<file path="config.mk">
export PLATFORM = sky130hd
export DESIGN_NAME = gayle_ide_sector_ctrl
export DESIGN_NICKNAME = d
export VERILOG_FILES = /design/src/rtl/gayle_ide_sector_ctrl.sv
export SDC_FILE = /design/constraint.sdc
export NUM_CORES = 1
export LEC_CHECK = 0
export CORE_ASPECT_RATIO = 0.5
export CORE_MARGIN = 2
export CORE_UTILIZATION = 35
export DETAILED_ROUTE_END_ITERATION = 12
export GPL_ROUTABILITY_DRIVEN = 0
export GPL_TIMING_DRIVEN = 0
export PLACE_DENSITY_LB_ADDON = 0.3
export SLEW_MARGIN = 20
export SYNTH_ARGS = -nofsm -noshare
export SYNTH_HDL_FRONTEND = slang
export SYNTH_SLANG_ARGS = --single-unit
</file>
<file path="constraint.sdc">
create_clock -name clk -period 2.3 [get_ports clk]
set_clock_uncertainty 0.2 [all_clocks]
set_input_delay 0.575 -clock clk [delete_from_list [all_inputs] [get_ports clk]]
set_output_delay 0.575 -clock clk [all_outputs]
set_load 0.05 [all_outputs]
</file>
<file path="src/rtl/gayle_ide_sector_ctrl.sv">
// PIO sector-transfer sequencer for one Gayle IDE channel: owns the data FIFO
// strobes and steps through host/CPU fill and drain phases sector by sector.
module gayle_ide_sector_ctrl #(
    parameter int SECT_W = 9
) (
    input  logic        clk,
    input  logic        clk7_en,
    input  logic        reset,
    input  logic        cmd_start,
    input  logic        cmd_dir,
    input  logic [7:0]  cmd_count,
    input  logic        abort,
    input  logic        irq_ack,
    input  logic        cpu_rd,
    input  logic        cpu_wr,
    input  logic [15:0] cpu_din,
    input  logic        hst_rd,
    input  logic        hst_wr,
    input  logic [15:0] hst_din,
    input  logic        fifo_full,
    input  logic        fifo_empty,
    input  logic        fifo_last_in,
    input  logic        fifo_last_out,
    output logic        fifo_rd,
    output logic        fifo_wr,
    output logic [15:0] fifo_din,
    output logic        bsy,
    output logic        drq,
    output logic        irq,
    output logic        hst_req,
    output logic        done,
    output logic        underrun
);

    typedef enum logic [2:0] {
        IDLE, HOST_FILL, CPU_DRAIN, CPU_FILL, HOST_DRAIN
    } state_t;

    state_t            state_q, state_d;
    logic [SECT_W-1:0] sect_q, sect_d, sect_dec;
    logic              irq_q, irq_d;
    logic              done_q, done_d;
    logic              underrun_q, underrun_d;
    logic              cpu_rd_ok, hst_rd_ok;

    // Only the side that owns the current phase may touch the FIFO.
    assign cpu_rd_ok = (state_q == CPU_DRAIN)  && cpu_rd && !fifo_empty;
    assign hst_rd_ok = (state_q == HOST_DRAIN) && hst_rd && !fifo_empty;
    assign fifo_rd   = cpu_rd_ok || hst_rd_ok;
    assign fifo_wr   = ((state_q == HOST_FILL) && hst_wr) || ((state_q == CPU_FILL) && cpu_wr);
    assign fifo_din  = (state_q == HOST_FILL) ? hst_din : cpu_din;

    assign sect_dec  = (sect_q != '0) ? sect_q - SECT_W'(1) : '0;

    assign bsy      = (state_q == HOST_FILL) || (state_q == HOST_DRAIN);
    assign hst_req  = bsy;
    assign drq      = (state_q == CPU_DRAIN) || (state_q == CPU_FILL);
    assign irq      = irq_q;
    assign done     = done_q;
    assign underrun = underrun_q;

    always_comb begin
        state_d    = state_q;
        sect_d     = sect_q;
        irq_d      = irq_q;
        done_d     = 1'b0;
        underrun_d = underrun_q;
        if (irq_ack)
            irq_d = 1'b0;
        // Any set below overrides a same-cycle irq_ack.
        case (state_q)
            IDLE: begin
                if (cmd_start) begin
                    sect_d     = (cmd_count == 8'd0) ? SECT_W'(256) : SECT_W'(cmd_count);
                    irq_d      = 1'b0;
                    underrun_d = 1'b0;
                    state_d    = cmd_dir ? CPU_FILL : HOST_FILL;
                end
            end
            HOST_FILL: begin
                if (fifo_full) begin
                    state_d = CPU_DRAIN;
                    irq_d   = 1'b1;
                end
            end
            CPU_DRAIN: begin
                if (cpu_rd && fifo_empty)
                    underrun_d = 1'b1;
                if (cpu_rd_ok && fifo_last_out) begin
                    sect_d = sect_dec;
                    if (sect_dec == '0) begin
                        state_d = IDLE;
                        done_d  = 1'b1;
                    end else begin
                        state_d = HOST_FILL;
                    end
                end
            end
            CPU_FILL: begin
                if (cpu_wr && fifo_last_in)
                    state_d = HOST_DRAIN;
            end
            HOST_DRAIN: begin
                if (hst_rd && fifo_empty)
                    underrun_d = 1'b1;
                if (hst_rd_ok && fifo_last_out) begin
                    sect_d = sect_dec;
                    irq_d  = 1'b1;
                    if (sect_dec == '0) begin
                        state_d = IDLE;
                        done_d  = 1'b1;
                    end else begin
                        state_d = CPU_FILL;
                    end
                end
            end
            default: state_d = IDLE;
        endcase
        if (abort) begin
            state_d    = IDLE;
            sect_d     = '0;
            done_d     = 1'b0;
            irq_d      = irq_q;
            underrun_d = underrun_q;
        end
    end

    always_ff @(posedge clk or posedge reset) begin
        if (reset) begin
            state_q    <= IDLE;
            sect_q     <= '0;
            irq_q      <= 1'b0;
            done_q     <= 1'b0;
            underrun_q <= 1'b0;
        end else if (clk7_en) begin
            state_q    <= state_d;
            sect_q     <= sect_d;
            irq_q      <= irq_d;
            done_q     <= done_d;
            underrun_q <= underrun_d;
        end
    end

endmodule

</file>
* Yosys cells after proc, flatten, opt, wreduce, memory -nomap -nowiden *
Index checks and enable logic that the tools add are counted.

word-level totals
  register bits after elaboration = 15
  logic and storage cells = 77
  input port bits = 55
  output and inout bits = 24

operators by class
  add/sub/neg operators = 1
  mux-type cells = 32
  equality and inequality tests = 12
  reduce and logical (&&, ||, !) cells = 26
  bitwise operators = 1

operators with widths
  cell                                                   number
  2-to-1 mux 9 bit                                       6
  case mux 9 bit (3 select lines)                        1
  2-to-1 mux 3 bit                                       6
  2-to-1 mux 16 bit                                      1
  case mux 3 bit (5 select lines)                        1
  2-to-1 mux 1 bit                                       12
  AND reduction 6 bit                                    2
  logical AND 1 bit                                      11
  logical NOT 9 bit                                      1
  inequality test 3 x 2 -> 1 bit, second input constant  3
  nonzero test 9 bit                                     1
  subtractor 9 x 1 -> 9 bit, second input constant       1
  logical NOT 8 bit                                      1
  equality test 3 x 2 -> 1 bit, second input constant    2
  inequality test 3 bit, second input constant           2
  case mux 1 bit (3 select lines)                        2
  AND reduction 5 bit                                    1
  logical OR 1 bit                                       4
  2-to-1 mux 2 bit                                       2
  inequality test 2 x 1 -> 1 bit, second input constant  2
  nonzero test 4 bit                                     1
  equality test 3 x 1 -> 1 bit, second input constant    1
  equality test 3 bit, second input constant             1
  logical NOT 3 bit                                      1
  other kinds (6)                                        6

* Longest topological paths before layout *
Gate-level depths: netlist of run 1.

  depth after elaboration = 7
  mapped depth = 8
  mapped depth without buffers = 7

* Worst setup path after synthesis of run 1 *
Ideal clock, no wire load.

  path type = register -> output
  start = register state_q[2]
  end = output hst_req
  arrival = 1.955 ns
  stages on the path, launching flop included = 6
  buffers on the path = 3
  required time = 1.525 ns
  setup slack = -0.430 ns
  path through = dfrtp_1 buf_2 clkbuf_1 nand2_1 a21oi_1 buf_4

between the ends
  cells in the longest elaborated chain, start to end = 2
  elaborated cells on any way between the ends = 3
  those cells by class = eq/ne: 2; reduce/logical: 1

ends and longest elaborated chain
  what                                                                        RTL line  source
  from (decl)                                                                 39        state_t state_q, state_d;
  from (signal assigned)                                                      136       state_q <= state_d;
  equality test 3 x 1 -> 1 bit / equality test 3 bit (equally long branches)  55        assign bsy = (state_q == HOST_FILL) || (state_q == HOST_DRAIN);
  logical OR 1 bit *                                                          55
  to (decl)                                                                   30        output logic hst_req,

Every way passes the cells marked *; elsewhere a longest branch is shown, timed or not.

* Final worst setup path of run 1 *
  start = register state_q[2]
  end = output fifo_din[7]

between the ends
  cells in the longest elaborated chain, start to end = 2

ends and longest elaborated chain
  what                          RTL line  source
  equality test 3 x 1 -> 1 bit  51        assign fifo_din = (state_q == HOST_FILL) ? hst_din : cpu_din;
  2-to-1 mux 16 bit             51
  to (decl)                     26        output logic [15:0] fifo_din,

No other way between the ends.

==> results.sh, run 1 <==
export IMPL_ys_warn_count=0
export IMPL_drive_gt1_share_pct=37.1
export IMPL_timing_hold_ws_ns=0.311
export IMPL_dp_cells=310
export IMPL_firstDrtPassIters=4
export IMPL_fin_crit_sh_pct=108
export IMPL_multi_input_area_sq_um=1150
export IMPL_setup_slack_ns=-0.186
export IMPL_antenna_found_initial=0
export IMPL_avgSynthCellArea_sq_um=8.00
export IMPL_clk_pin_slew_ns=0.07
export IMPL_drc=0
export IMPL_final_cells=337
export IMPL_netlist_area_sq_um=1430
export IMPL_synth_top_cell_by_area="dfrtp_1"
export IMPL_portBuffers=77
export IMPL_endpoint_kind="output port"
export IMPL_netlist_instances=179
export IMPL_top_usage_layer="met2"
export IMPL_drt_initial_drc_count=92
export IMPL_core_sq_um=3920
export IMPL_grt_pass1_wl_mm=8.15
export IMPL_max_freq_mhz=402
export IMPL_worst_path_most_repeated_cell="buf_8"
export IMPL_hold_violations=0
export IMPL_area_growth_pct=94.6
export IMPL_grt_met1_usage_pct=25.4
export IMPL_routed_wl_mm=5.86
export IMPL_utilization_pct=71.0
export IMPL_worst_setup_path_start_kind="flip-flop"
export IMPL_rows=16
export IMPL_syn_nets=235
export IMPL_diodes=0
export IMPL_avgViaCountPerCell=5.62
export IMPL_grt_pass1_vias=1690
export IMPL_outcome="complete, but fails checks"
export IMPL_use_met2_pct=42.4
export IMPL_hold_path_class="flip-flop to flip-flop"
export IMPL_synth_edff_count=0
export IMPL_ys_ff_latch=15
export IMPL_wire_per_inst_microns=17.4
export IMPL_final_nets=340
export IMPL_grt_overflow=0
export IMPL_vias=1895
export IMPL_die_area_sq_um=4650
export IMPL_synthTopCellsByCount="mux2_2, o21ai_0, dfrtp_1, nor2_1, nand2_1"
export IMPL_cts_max_path_buffers=2
export IMPL_arrival_ns=1.71
export IMPL_htree_levels=1
export IMPL_slew_headroom_pct=61.5
export IMPL_rsz0062_at_grt="yes"
export IMPL_cts_root_buf="clkbuf_8"
export IMPL_cpPeakStageDelay_ns=0.41
export IMPL_yosysMostFrequentCell="mux2_2"
export IMPL_hpwl_mm=3.63
export IMPL_synth_main_ff_cell="dfrtp_1"
export IMPL_finalSetupViolCount=18
export IMPL_period_needed_ns=2.49
export IMPL_ys_seq_area_share_pct=26.2
export IMPL_netlist_area_leader_share_pct=26.2
export IMPL_die_y_microns=49.2
export IMPL_yosysUniqueCellTypes=48
export IMPL_cts_buffers=3
export IMPL_seq_area_sq_um=379
export IMPL_fillerInstances=270
export IMPL_p_leak_nw=1.18
export IMPL_cts_tree="yes"
export IMPL_maxCapViolCount=0
export IMPL_async_reset_ff_share_pct=100
export IMPL_violations="negative setup slack"
export IMPL_worstPathCellList="nand2b_4 -> nor2_4 -> buf_6 -> buf_8 -> mux2_4 -> buf_8"
export IMPL_worst_ir_drop_vdd_v=0.000611
export IMPL_chipWidth_microns=94.5
export IMPL_clk_latency_ns=0.25
export IMPL_cpMaxStageDelayCell="dfrtp_2"
export IMPL_start_util_pct=36.5
export IMPL_io_pins=79
export IMPL_grt_start_max_net_pins=16
export IMPL_grt_total_usage_pct=22.2
export IMPL_use_met3_pct=4.33
export IMPL_maxSlewViolCount=0
export IMPL_worst_slew_pin_slew_ns=0.577
export IMPL_p_per_area_nw_per_um2=1300
export IMPL_clock_sinks=15
export IMPL_critPathKind="flip-flop to output port"
export IMPL_cp_required_ns=1.52
export IMPL_synth_area_leaders="dfrtp_1, mux2_2, o21ai_0"
export IMPL_dp_slack_ns=-0.769
export IMPL_cp_max_fo=5
export IMPL_antenna_left=0
==> path summary, 6_finish.rpt <==
path                                         from  cells after the start  slack (ns)                      to
setup / recovery           state_q[2]$_DFFE_PP0P_                      6       -0.19             fifo_din[7]
min in group asynchronous                   reset                      2        0.48         irq$_DFFE_PP0P_
hold / removal               underrun$_DFFE_PP0P_                      1        0.31    underrun$_DFFE_PP0P_
max in group asynchronous                   reset                      2        1.00   sect_q[0]$_DFFE_PP0P_
setup reg to reg            sect_q[0]$_DFFE_PP0P_                      5        0.09  state_q[1]$_DFFE_PP0P_
hold reg to reg              underrun$_DFFE_PP0P_                      1        0.31    underrun$_DFFE_PP0P_
==> kinds of logic after synthesis <==
family	after synthesis	share of synthesized area, %
buffers and inverters	21	6.20
adder cells (fa/ha/maj)	1	0.873
AO/OA/AOI/OAI	48	21.7
multiplexers	20	15.5
flip-flops	15	26.2
XOR/XNOR	1	0.611
AND/OR/NAND/NOR	73	28.9
==> registers in the layout, indices dropped and copies added, names as in the netlist <==
signal	flops
sect_q	9
done	1
state_q	3
irq	1
underrun	1
==> cells in the final DEF (no fill, tap or decap), types with 4 or more instances in the layout <==
cell type	count
nand2_1	12
mux2_4	16
buf_6	14
nor2_1	14
buf_4	23
dfrtp_1	12
nor3_1	7
nand3_1	4
a21oi_1	8
clkbuf_1	4
o21ai_0	14
clkdlybuf4s50_1	54
buf_8	12
inv_1	6
==> routing by layer <==
| layer | routed length [microns] | vias to the layer above |
|---|---|---|
| met1 | 2270 | 913 |
| met2 | 2940 | 97 |
| met5 | 0 | - |
| met3 | 511 | 10 |
| li1 | - | 875 |
| met4 | 138 | 0 |
==> worst max-delay path, delay by kind of cell (launching register included) <==
kind	cells	cell delay [ns]
flip-flops	1	0.41
AND/OR/NAND/NOR	2	0.33
multiplexers	1	0.31
buffers and inverters	3	0.41
==> where the power goes <==
| group | total [mW] | leakage, nW | switching [mW] | internal (mW) |
|---|---|---|---|---|
| clock network | 0.223 | 0.0228 | 0.100 | 0.123 |
| logic | 2.95 | 0.961 | 1.57 | 1.38 |
| registers | 0.465 | 0.196 | 0.104 | 0.360 |
| total | 3.63 | 1.18 | 1.77 | 1.86 |
==> cell type report <==
class,instances,share of cell area [%]
Buffer,10,2.78
Clock buffer,4,1.62
Inverter,8,1.21
Multi-Input combinational cell,143,41.3
Sequential cell,15,13.6
Tap cell,54,2.42
Timing Repair Buffer,103,37.0
==> per-stage QoR <==
stage / power, mW / area, sq um / TNS (ns)
4_1_cts: 3.25 / 2610 / -1.52
2_1_floorplan: 2.09 / 1490 / -0.170
3_3_place_gp: 2.63 / 2330 / -15.39
5_1_grt: 3.84 / 2790 / -3.16
3_5_place_dp: 2.66 / 2330 / -16.22
6_report: 3.63 / 2790 / -2.18
==> what timing repair did <==
action	CTS	global route
hold buffers	0	0
pin swaps	4	6
gates cloned	1	0
buffers inserted	13	13
gates resized for setup	173	32
endpoints found under the setup margin	26	31
No activity file was read; power rests on OpenSTA's default activity.
==> run 2, diff against run 1 <==
GPL_ROUTABILITY_DRIVEN = 1   (was 0)
==> run 2 against run 1 <==
Against the previous run:
- the run still ends with negative setup slack left
- sequential power about the same
- routed wire length up 0.38%
- cell area down 0.22%
- critical path type unchanged
- largest power group unchanged
==> results.sh, run 2 (same netlist as run 1, synthesis figures left out) <==
export IMPL_max_freq_mhz=403
export IMPL_fillerInstances=283
export IMPL_worst_setup_path_start_kind="flip-flop"
export IMPL_routed_wl_mm=5.88
export IMPL_cpPeakStageDelay_ns=0.41
export IMPL_worst_path_most_repeated_cell="buf_6"
export IMPL_total_power_mw=3.64
export IMPL_setup_slack_ns=-0.181
export IMPL_gp_congestion=0.897
export IMPL_pwr_share_seq_pct=12.8
export IMPL_finalSetupViolCount=16
export IMPL_intPower_mw=1.84
export IMPL_grt_pass1_vias=1797
export IMPL_grt_overflow=0
export IMPL_grt_start_max_net_pins=16
export IMPL_p_leak_nw=1.16
export IMPL_clock_power_share_pct=5.9
export IMPL_slew_headroom_pct=59.9
export IMPL_drive_gt1_share_pct=36.7
export IMPL_die_y_microns=49.2
export IMPL_avgViaCountPerCell=5.54
export IMPL_hpwl_mm=3.82
export IMPL_maxCapViolCount=0
export IMPL_drc=0
export IMPL_htree_levels=1
export IMPL_violations="negative setup slack"
export IMPL_p_sw_mw=1.80
export IMPL_endpoint_kind="output port"
export IMPL_rows=16
export IMPL_fin_crit_sh_pct=108
export IMPL_io_pins=79
export IMPL_worst_slew_pin_slew_ns=0.601
export IMPL_grt_pass1_wl_mm=8.85
export IMPL_fin_tns_setup_ns=-1.96
export IMPL_outcome="complete, but fails checks"
export IMPL_cts_hold_buf=0
export IMPL_worst_ir_drop_vdd_v=0.000536
export IMPL_portBuffers=77
export IMPL_rsz0062_at_grt="yes"
export IMPL_clk_pin_slew_ns=0.06
export IMPL_final_common_cell="clkdlybuf4s50_1"
export IMPL_wire_per_inst_microns=17.7
export IMPL_diodes=0
export IMPL_cp_required_ns=1.52
export IMPL_cp_max_fo=5
export IMPL_core_sq_um=3920
export IMPL_layout_common_cells="clkdlybuf4s50_1, buf_4, buf_6"
export IMPL_grt_total_usage_pct=23.7
export IMPL_arrival_ns=1.71
export IMPL_cts_max_path_buffers=2
export IMPL_cts_root_buf="clkbuf_8"
export IMPL_chipWidth_microns=94.5
export IMPL_cts_tree="yes"
export IMPL_switching_share_pct=49.4
export IMPL_period_needed_ns=2.48
export IMPL_antenna_left=0
export IMPL_clock_sinks=15
export IMPL_area_growth_pct=94.1
export IMPL_p_per_area_nw_per_um2=1310
export IMPL_antenna_found_initial=0
export IMPL_cts_buffers=3
export IMPL_start_util_pct=36.5
export IMPL_final_nets=335
export IMPL_largest_register_ffs=9
export IMPL_drt_initial_drc_count=140
export IMPL_largest_register="sect_q"
export IMPL_cpMaxStageDelayCell="dfrtp_2"
export IMPL_hold_path_class="flip-flop to flip-flop"
export IMPL_worstPathCellList="nand2b_4 -> nor2_4 -> buf_6 -> buf_8 -> mux2_4 -> buf_6"
export IMPL_firstDrtPassIters=4
export IMPL_vias=1840
export IMPL_hold_violations=0
export IMPL_critPathKind="flip-flop to output port"
export IMPL_p_comb_share_pct=81.3
export IMPL_die_area_sq_um=4650
export IMPL_largest_registers="sect_q (9), state_q (3)"
export IMPL_maxSlewViolCount=0
export IMPL_clk_latency_ns=0.25
## run 2: critical path: cells and delay by family, from the launching register on
kind	cells	cell delay, ns
and+or+nand+nor	2	0.33
buffers and inverters	3	0.40
muxes	1	0.31
DFF	1	0.41
## run 2: final cells by class
type	count	area, sq um	share of cell area, %
multi-input combinational	143	1170	42.2
sequential	15	379	13.6
timing repair buffer	100	1020	36.5
tap	54	67.6	2.43
buffer	8	66.3	2.38
clock inverter	1	5.00	0.180
inverter	8	33.8	1.21
clock buffer	3	41.3	1.48
## run 2: through the flow
stage	utilization, %	hold WS (ns)	cell area, sq um	instances	setup slack, ns
after detailed placement	59.4	0.298	2330	310	-0.762
after global routing	70.9	0.352	2780	332	-0.221
after floorplan	-	0.276	1490	179	-0.121
final	70.9	0.308	2780	332	-0.181
after global placement	59.4	0.289	2330	310	-0.727
after CTS	66.1	0.314	2590	324	-0.133
## run 2: per-layer routing
layer | global-route usage [%] | vias up | share of wire (%) | wire [microns]
met5 | 0 | - | 0 | 0
met4 | 6.52 | 0 | 1.8 | 106
met3 | 4.33 | 14 | 9.0 | 529
met2 | 44.0 | 99 | 51 | 3000
met1 | 28.0 | 861 | 38 | 2240
li1 | - | 866 | - | -
## run 2: worst paths after layout
| path | startpoint | end | slack (ns) | cells after the start |
|---|---|---|---|---|
| max in group asynchronous | reset | sect_q[0]$_DFFE_PP0P_ | 0.97 | 2 |
| max reg2reg | sect_q[0]$_DFFE_PP0P_ | state_q[1]$_DFFE_PP0P_ | 0.08 | 5 |
| min reg2reg | underrun$_DFFE_PP0P_ | underrun$_DFFE_PP0P_ | 0.31 | 1 |
| min in group asynchronous | reset | sect_q[3]$_DFFE_PP0P_ | 0.51 | 2 |
| max | state_q[2]$_DFFE_PP0P_ | fifo_din[13] | -0.18 | 6 |
| min | underrun$_DFFE_PP0P_ | underrun$_DFFE_PP0P_ | 0.31 | 1 |
## run 2: repair_timing
item,4_1_cts,5_1_grt
cloned,1,0
pin swaps,4,6
resized for setup,172,32
buffers inserted,11,13
endpoints found under the setup margin,31,31
## run 2: power groups by stage
stage,clock [mW],combinational [mW],sequential [mW]
2_1_floorplan,0,1.62,0.471
3_3_place_gp,0,2.20,0.436
3_5_place_dp,0,2.22,0.441
4_1_cts,0.227,2.55,0.454
5_1_grt,0.242,3.14,0.479
6_report,0.215,2.95,0.466
